File: src/rtl/rd_port_pkg.sv
// Shared types and constants for the read-port frame buffer.
// Sync word layout: magic in [31:16], sequence number in [15:0].
package rd_port_pkg;

    localparam logic [15:0] SYNC_MAGIC_DEF = 16'hD5A1;

    localparam int MAGIC_HI = 31;
    localparam int MAGIC_LO = 16;
    localparam int SEQ_HI   = 15;
    localparam int SEQ_LO   = 0;

    typedef enum logic {
        HUNT,
        COLLECT
    } asm_state_t;

    function automatic int nwords(input int width);
        return width / 32;
    endfunction

endpackage

File: src/rtl/rd_port_frame_fifo.sv
// Show-ahead frame FIFO; head register holds the last frame once drained.
// Storage DEPTH includes the frame currently presented on head.
module rd_port_frame_fifo #(
    parameter int WIDTH = 512,
    parameter int DEPTH = 4
) (
    input  logic                       clk,
    input  logic                       rst,
    input  logic                       push,
    input  logic [WIDTH-1:0]           push_data,
    input  logic                       pop,
    output logic [WIDTH-1:0]           head,
    output logic                       avail,
    output logic [$clog2(DEPTH):0]     count,
    output logic                       full
);

    localparam int AW = $clog2(DEPTH);
    localparam int CW = AW + 1;

    logic [WIDTH-1:0] mem [DEPTH];
    logic [AW-1:0]    wptr;
    logic [AW-1:0]    rptr;
    logic             push_ok;
    logic             pop_ok;

    assign full    = (count == CW'(DEPTH));
    assign avail   = (count != '0);
    assign push_ok = push && !full;
    assign pop_ok  = pop && avail;

    always_ff @(posedge clk) begin
        if (push_ok)
            mem[wptr] <= push_data;
    end

    always_ff @(posedge clk or posedge rst) begin
        if (rst) begin
            wptr  <= '0;
            rptr  <= '0;
            count <= '0;
            head  <= '0;
        end else begin
            wptr  <= wptr + AW'(push_ok);
            rptr  <= rptr + AW'(pop_ok);
            count <= count + CW'(push_ok) - CW'(pop_ok);
            // On pop the next frame comes from memory, or straight from the
            // incoming push when the popped frame was the only one held.
            if (pop_ok) begin
                if (count > CW'(1))
                    head <= mem[rptr + AW'(1)];
                else if (push_ok)
                    head <= push_data;
            end else if (push_ok && !avail) begin
                head <= push_data;
            end
        end
    end

endmodule

File: src/rtl/rd_port_frame_buf.sv
// Assembles 32-bit host beats into sync-tagged frames for the read port,
// checks sync/sequence, and buffers frames in a show-ahead FIFO.
module rd_port_frame_buf
    import rd_port_pkg::*;
#(
    parameter int          RPORT_WIDTH = 512,
    parameter int          DEPTH       = 4,
    parameter logic [15:0] SYNC_MAGIC  = SYNC_MAGIC_DEF
) (
    input  logic                     clk,
    input  logic                     rst,
    input  logic                     host_wr_valid,
    output logic                     host_wr_ready,
    input  logic [31:0]              host_wr_data,
    input  logic                     read_inst_active,
    output logic [RPORT_WIDTH-1:0]   read_port_data,
    output logic                     rd_frame_avail,
    output logic [$clog2(DEPTH):0]   frame_count,
    input  logic                     clr_err,
    output logic                     err_sync,
    output logic                     err_seq,
    output logic                     err_underflow
);

    localparam int NWORDS = nwords(RPORT_WIDTH);
    localparam int BW     = $clog2(NWORDS);
    localparam logic [BW-1:0] LAST = BW'(NWORDS - 1);

    asm_state_t                  state;
    logic [BW-1:0]               beat_cnt;
    logic [15:0]                 exp_seq;
    logic [NWORDS-1:0][31:0]     frame_q;

    logic                        fifo_full;
    logic                        accept;
    logic                        is_sync;
    logic                        at_last;
    logic                        push;
    logic [RPORT_WIDTH-1:0]      push_data;
    logic                        set_sync;
    logic                        set_seq;
    logic                        set_uf;

    assign at_last = (state == COLLECT) && (beat_cnt == LAST);
    assign host_wr_ready = !(at_last && fifo_full);
    assign accept  = host_wr_valid && host_wr_ready;
    assign is_sync = (host_wr_data[MAGIC_HI:MAGIC_LO] == SYNC_MAGIC);

    assign push      = accept && at_last;
    assign push_data = {host_wr_data, frame_q[NWORDS-2:0]};

    assign set_sync = accept && (state == HUNT) && !is_sync;
    assign set_seq  = accept && (state == HUNT) && is_sync &&
                      (host_wr_data[SEQ_HI:SEQ_LO] != exp_seq);
    assign set_uf   = read_inst_active && !rd_frame_avail;

    always_ff @(posedge clk or posedge rst) begin
        if (rst) begin
            state    <= HUNT;
            beat_cnt <= '0;
            exp_seq  <= '0;
            frame_q  <= '0;
        end else if (accept) begin
            unique case (state)
                HUNT: begin
                    if (is_sync) begin
                        frame_q[0] <= host_wr_data;
                        beat_cnt   <= BW'(1);
                        exp_seq    <= host_wr_data[SEQ_HI:SEQ_LO] + 16'd1;
                        state      <= COLLECT;
                    end
                end
                COLLECT: begin
                    frame_q[beat_cnt] <= host_wr_data;
                    beat_cnt          <= beat_cnt + BW'(1);
                    if (beat_cnt == LAST)
                        state <= HUNT;
                end
                default: state <= HUNT;
            endcase
        end
    end

    // A new error event in the clearing cycle keeps the flag set.
    always_ff @(posedge clk or posedge rst) begin
        if (rst) begin
            err_sync      <= 1'b0;
            err_seq       <= 1'b0;
            err_underflow <= 1'b0;
        end else begin
            err_sync      <= (err_sync && !clr_err) || set_sync;
            err_seq       <= (err_seq && !clr_err) || set_seq;
            err_underflow <= (err_underflow && !clr_err) || set_uf;
        end
    end

    rd_port_frame_fifo #(
        .WIDTH (RPORT_WIDTH),
        .DEPTH (DEPTH)
    ) u_fifo (
        .clk       (clk),
        .rst       (rst),
        .push      (push),
        .push_data (push_data),
        .pop       (read_inst_active),
        .head      (read_port_data),
        .avail     (rd_frame_avail),
        .count     (frame_count),
        .full      (fifo_full)
    );

endmodule

File: config.mk
export PLATFORM = sky130hd
export DESIGN_NAME = rd_port_frame_buf
export DESIGN_NICKNAME = d
export VERILOG_FILES = /design/src/rtl/rd_port_pkg.sv /design/src/rtl/rd_port_frame_fifo.sv /design/src/rtl/rd_port_frame_buf.sv
export SDC_FILE = /design/constraint.sdc
export NUM_CORES = 2
export LEC_CHECK = 0
export CAP_MARGIN = 30
export CORE_UTILIZATION = 56
export CTS_BUF_LIST = sky130_fd_sc_hd__clkbuf_2 sky130_fd_sc_hd__clkbuf_4 sky130_fd_sc_hd__clkbuf_8
export DETAILED_ROUTE_END_ITERATION = 7
export GPL_TIMING_DRIVEN = 0
export MAX_ROUTING_LAYER = met4
export PLACE_DENSITY = 0.83
export SETUP_SLACK_MARGIN = 0.2
export SKIP_CTS_REPAIR_TIMING = 1
export SLEW_MARGIN = 10
export SYNTH_ARGS = -nofsm -noshare
export SYNTH_HDL_FRONTEND = slang
export SYNTH_SLANG_ARGS = --single-unit
File: constraint.sdc
create_clock -name clk -period 40.7 [get_ports clk]
set_clock_uncertainty 0.1 [all_clocks]
set_input_delay 12.21 -clock clk [delete_from_list [all_inputs] [get_ports clk]]
set_output_delay 12.21 -clock clk [all_outputs]
set_load 0.05 [all_outputs]
==> impl_metrics.xml <==
<?xml version="1.0" encoding="UTF-8"?>
<metrics>
  <group name="status">
    <metric name="run_status" unit="">complete, no violations</metric>
  </group>
  <group name="route">
    <metric name="detail_route.wl_per_cell" unit="um">30.5</metric>
    <metric name="route.final.wire_length" unit="um">325000</metric>
    <metric name="drt_first_iter_violations" unit="">8102</metric>
    <metric name="drt_pre_antenna_iters" unit="">7</metric>
    <metric name="final_antenna_net_count" unit="">0</metric>
    <metric name="viasPerCell" unit="">6.19</metric>
    <metric name="drc_errors" unit="">0</metric>
    <metric name="via_count" unit="">66000</metric>
  </group>
  <group name="finish">
    <metric name="layout.cells.most_common_list" unit="">2,048 x sky130_fd_sc_hd__edfxtp_1, 1,023 x sky130_fd_sc_hd__dfrtp_1, 562 x sky130_fd_sc_hd__clkbuf_8</metric>
    <metric name="leading_cell_type_in_the_layout_fill_and_taps_excluded" unit="">sky130_fd_sc_hd__edfxtp_1</metric>
    <metric name="multiInputGateArea" unit="sq mm">0.0277</metric>
    <metric name="num-fill-cells" unit="">12500</metric>
    <metric name="drive_above_1_share" unit="">0.267</metric>
    <metric name="seqCellArea" unit="sq mm">0.0871</metric>
    <metric name="nNetsFinal" unit="">7450</metric>
    <metric name="flow.area_growth_from_synthesis" unit="%">19.9</metric>
  </group>
  <group name="critical_path">
    <metric name="arrival" unit="ps">3190</metric>
    <metric name="worst_ep_required_time" unit="ps">28390</metric>
    <metric name="worstPathBufferInverterCount" unit="">2</metric>
    <metric name="worst-path-max-fanout" unit="">8</metric>
    <metric name="cp-start-kind" unit="">flop</metric>
    <metric name="max_stage_delay" unit="ps">980</metric>
    <metric name="worst_path_dominant_cell_family" unit="">buffers and inverters</metric>
    <metric name="slowest_stage" unit="">sky130_fd_sc_hd__clkdlybuf4s50_1</metric>
    <metric name="critical_path_class" unit="">flop to output pin</metric>
    <metric name="timing.critical_path.cells" unit="">ha_1 -&gt; clkbuf_1 -&gt; nand4_1 -&gt; clkdlybuf4s50_1</metric>
    <metric name="end_kind" unit="">output pin</metric>
  </group>
  <group name="timing">
    <metric name="post-route-min-period" unit="ps">15500</metric>
    <metric name="finalSetupViolCount" unit="">0</metric>
    <metric name="worstMarginPinSlew" unit="ps">1060</metric>
    <metric name="rsz0062_at_grt" unit="">false</metric>
    <metric name="fmax" unit="MHz">64.5</metric>
    <metric name="finalHoldViolations" unit="">0</metric>
    <metric name="final.period_utilization" unit="">0.381</metric>
    <metric name="final-max-slew-violation-count" unit="">0</metric>
    <metric name="tns" unit="ps">0</metric>
    <metric name="timing.max_slew.rel_slack" unit="">0.295</metric>
  </group>
  <group name="clock_network">
    <metric name="cts-root-buf" unit="">sky130_fd_sc_hd__clkbuf_8</metric>
    <metric name="cts_buffers" unit="">471</metric>
    <metric name="worst_setup_hold_path_clk_slew" unit="ps">60</metric>
    <metric name="clock_insertion_delay_worst_skew" unit="ps">1140</metric>
    <metric name="cts.path.max_buffers" unit="">4</metric>
    <metric name="htree_levels" unit="">5</metric>
    <metric name="cts_tree" unit="">yes</metric>
    <metric name="sinks_on_clock_net" unit="">3071</metric>
  </group>
  <group name="grt">
    <metric name="grt_pass1_vias" unit="">66600</metric>
    <metric name="grt_first_pass_wirelength" unit="um">463000</metric>
    <metric name="grt.total_usage" unit="">0.318</metric>
    <metric name="grt_antenna_before_repair" unit="">56</metric>
    <metric name="grt_start_max_net_pins" unit="">50</metric>
    <metric name="globalRouteOverflowTotal" unit="">0</metric>
  </group>
  <group name="synth">
    <metric name="ys_warn_count" unit="">0</metric>
    <metric name="synth-seq-cells" unit="">3071</metric>
    <metric name="synthesis.area" unit="sq mm">0.117</metric>
    <metric name="synth_async_sr_flop_share" unit="">0.333</metric>
    <metric name="post_synth_edffs" unit="">2048</metric>
    <metric name="post_synth_inst_count" unit="">6174</metric>
    <metric name="synth.yosys.seq_area_share" unit="">0.745</metric>
    <metric name="syn_nets" unit="">6223</metric>
    <metric name="ys.flop_type" unit="">sky130_fd_sc_hd__edfxtp_1</metric>
    <metric name="synth.avg_cell_area" unit="sq um">18.9</metric>
    <metric name="synthDistinctLibCells" unit="">45</metric>
  </group>
  <group name="floorplan">
    <metric name="fp.dieH" unit="um">459</metric>
    <metric name="placementRows" unit="">167</metric>
    <metric name="effective_utilization_at_floorplan" unit="">0.564</metric>
    <metric name="die-width" unit="um">459</metric>
    <metric name="io_pins" unit="">557</metric>
    <metric name="core_area" unit="sq mm">0.207</metric>
    <metric name="die_area" unit="sq mm">0.211</metric>
  </group>
  <group name="job">
    <metric name="max_cap_viols" unit="">0</metric>
  </group>
  <group name="power">
    <metric name="pwr_density" unit="mW/mm^2">77.9</metric>
    <metric name="p_leak" unit="nW">54.5</metric>
    <metric name="totalPowerFinal" unit="mW">10.9</metric>
    <metric name="max-vdd-ir-drop" unit="mV">0.0781</metric>
  </group>
  <group name="worst_hold_path">
    <metric name="worst_hold_path_type" unit="">flop to flop</metric>
  </group>
  <group name="place">
    <metric name="place_congestion" unit="">0.814</metric>
    <metric name="port_buffers" unit="">555</metric>
    <metric name="dp.final_hpwl" unit="um">216000</metric>
  </group>
</metrics>
-- layer usage --
metal | track usage | up-vias | share of wire
met5 | - | - | 0
met4 | 0.165 | 0 | 0.055
met3 | 0.0848 | 776 | 0.12
met2 | 0.476 | 4222 | 0.48
met1 | 0.403 | 34400 | 0.35
li1 | - | 26600 | -
-- state kept, by name, summed over array words and instances, names as in the netlist --
register / count
state: 1
exp_seq: 16
u_fifo.rptr: 2
u_fifo.wptr: 2
u_fifo.mem: 2048
frame_q: 480
u_fifo.count: 3
err_underflow: 1
beat_cnt: 4
err_seq: 1
err_sync: 1
u_fifo.head: 512
-- final cells by class --
cell class / instances / area share
Clock buffer: 752 / 0.0654
Multi-Input combinational cell: 2699 / 0.198
Clock inverter: 109 / 0.00522
Timing Repair Buffer: 754 / 0.0682
Sequential cell: 3071 / 0.622
Antenna cell: 77 / 0.00138
Buffer: 388 / 0.0148
Tap cell: 2788 / 0.0249
Inverter: 16 / 0.000455
-- worst reg2reg max path, stage by stage, from the launching register on --
cell and delay [ps]:
sky130_fd_sc_hd__dfrtp_1 450, sky130_fd_sc_hd__ha_1 210, sky130_fd_sc_hd__clkbuf_1 330, sky130_fd_sc_hd__inv_1 170
sky130_fd_sc_hd__nor3_1 720, sky130_fd_sc_hd__and3_4 680, sky130_fd_sc_hd__buf_16 330, sky130_fd_sc_hd__buf_16 300
sky130_fd_sc_hd__buf_16 340, sky130_fd_sc_hd__buf_16 340, sky130_fd_sc_hd__buf_16 270
-- power by group --
| group | switching (mW) | internal (mW) | leakage, nW |
|---|---|---|---|
| clock network | 1.19 | 1.46 | 5.32 |
| logic | 2.16 | 1.33 | 17.8 |
| registers | 0.644 | 4.13 | 31.4 |
| total | 3.99 | 6.92 | 54.5 |
-- logic make-up (layout without fill, tap and decap cells) --
group | count (synthesis) | after routing | synth area share
compound gates | 558 | 558 | 0.0243
xor+xnor | 33 | 33 | 0.00247
fa+ha+maj | 12 | 12 | 0.00135
buf+inv | 404 | 2019 | 0.0178
flops | 3071 | 3071 | 0.745
mux | 1503 | 1503 | 0.189
other cells | 0 | 77 | 0
simple gates | 593 | 593 | 0.0203
-- Yosys cell counts, drive strengths merged, types with 2 or more instances --
cell	number	area, sq um
edfxtp	2048	61500
dfrtp	1023	25600
o21ai	548	2750
nand2	541	2030
mux2i	514	5140
mux4	512	11500
mux2	477	5370
buf	212	1360
clkbuf	176	661
xnor2	29	254
inv	16	60.1
ha	11	138
nand4	11	68.8
nand3	6	30.0
nor2	6	22.5
nor3	5	25.0
nor4	5	31.3
and2	4	25.0
and4bb	4	50.1
xor2	4	35.0
a22o	3	26.3
and3	3	18.8
o2bb2ai	2	17.5
-- path summary, 6_finish.rpt --
kind	start	endpoint	slack, ps	cells after the start
worst max-delay path	beat_cnt[1]$_DFFE_PP0P_	host_wr_ready	25200	4
worst min-delay path	frame_q[297]$_DFFE_PP0P_	u_fifo.mem[0][297]$_DFFE_PP_	370	0
worst max register to register	beat_cnt[1]$_DFFE_PP0P_	u_fifo.mem[3][117]$_DFFE_PP_	36070	10
worst min register to register	frame_q[297]$_DFFE_PP0P_	u_fifo.mem[0][297]$_DFFE_PP_	370	0
max in group asynchronous	rst	frame_q[154]$_DFFE_PP0P_	26260	11
min in group asynchronous	rst	u_fifo.head[26]$_DFFE_PP0P_	11460	2
-- stage by stage --
step,instances,setup WS [ps],instance area (sq um),util,hold WS (ps)
2_1_floorplan,6174,4950,117000,-,377
3_3_place_gp,9517,-14020,126000,0.608,375
3_5_place_dp,9715,24610,130000,0.627,389
4_1_cts,10600,25130,140000,0.675,359
5_1_grt,10600,25110,140000,0.675,387
6_report,10700,25200,140000,0.676,372
No activity file was read; power rests on OpenSTA's default activity.
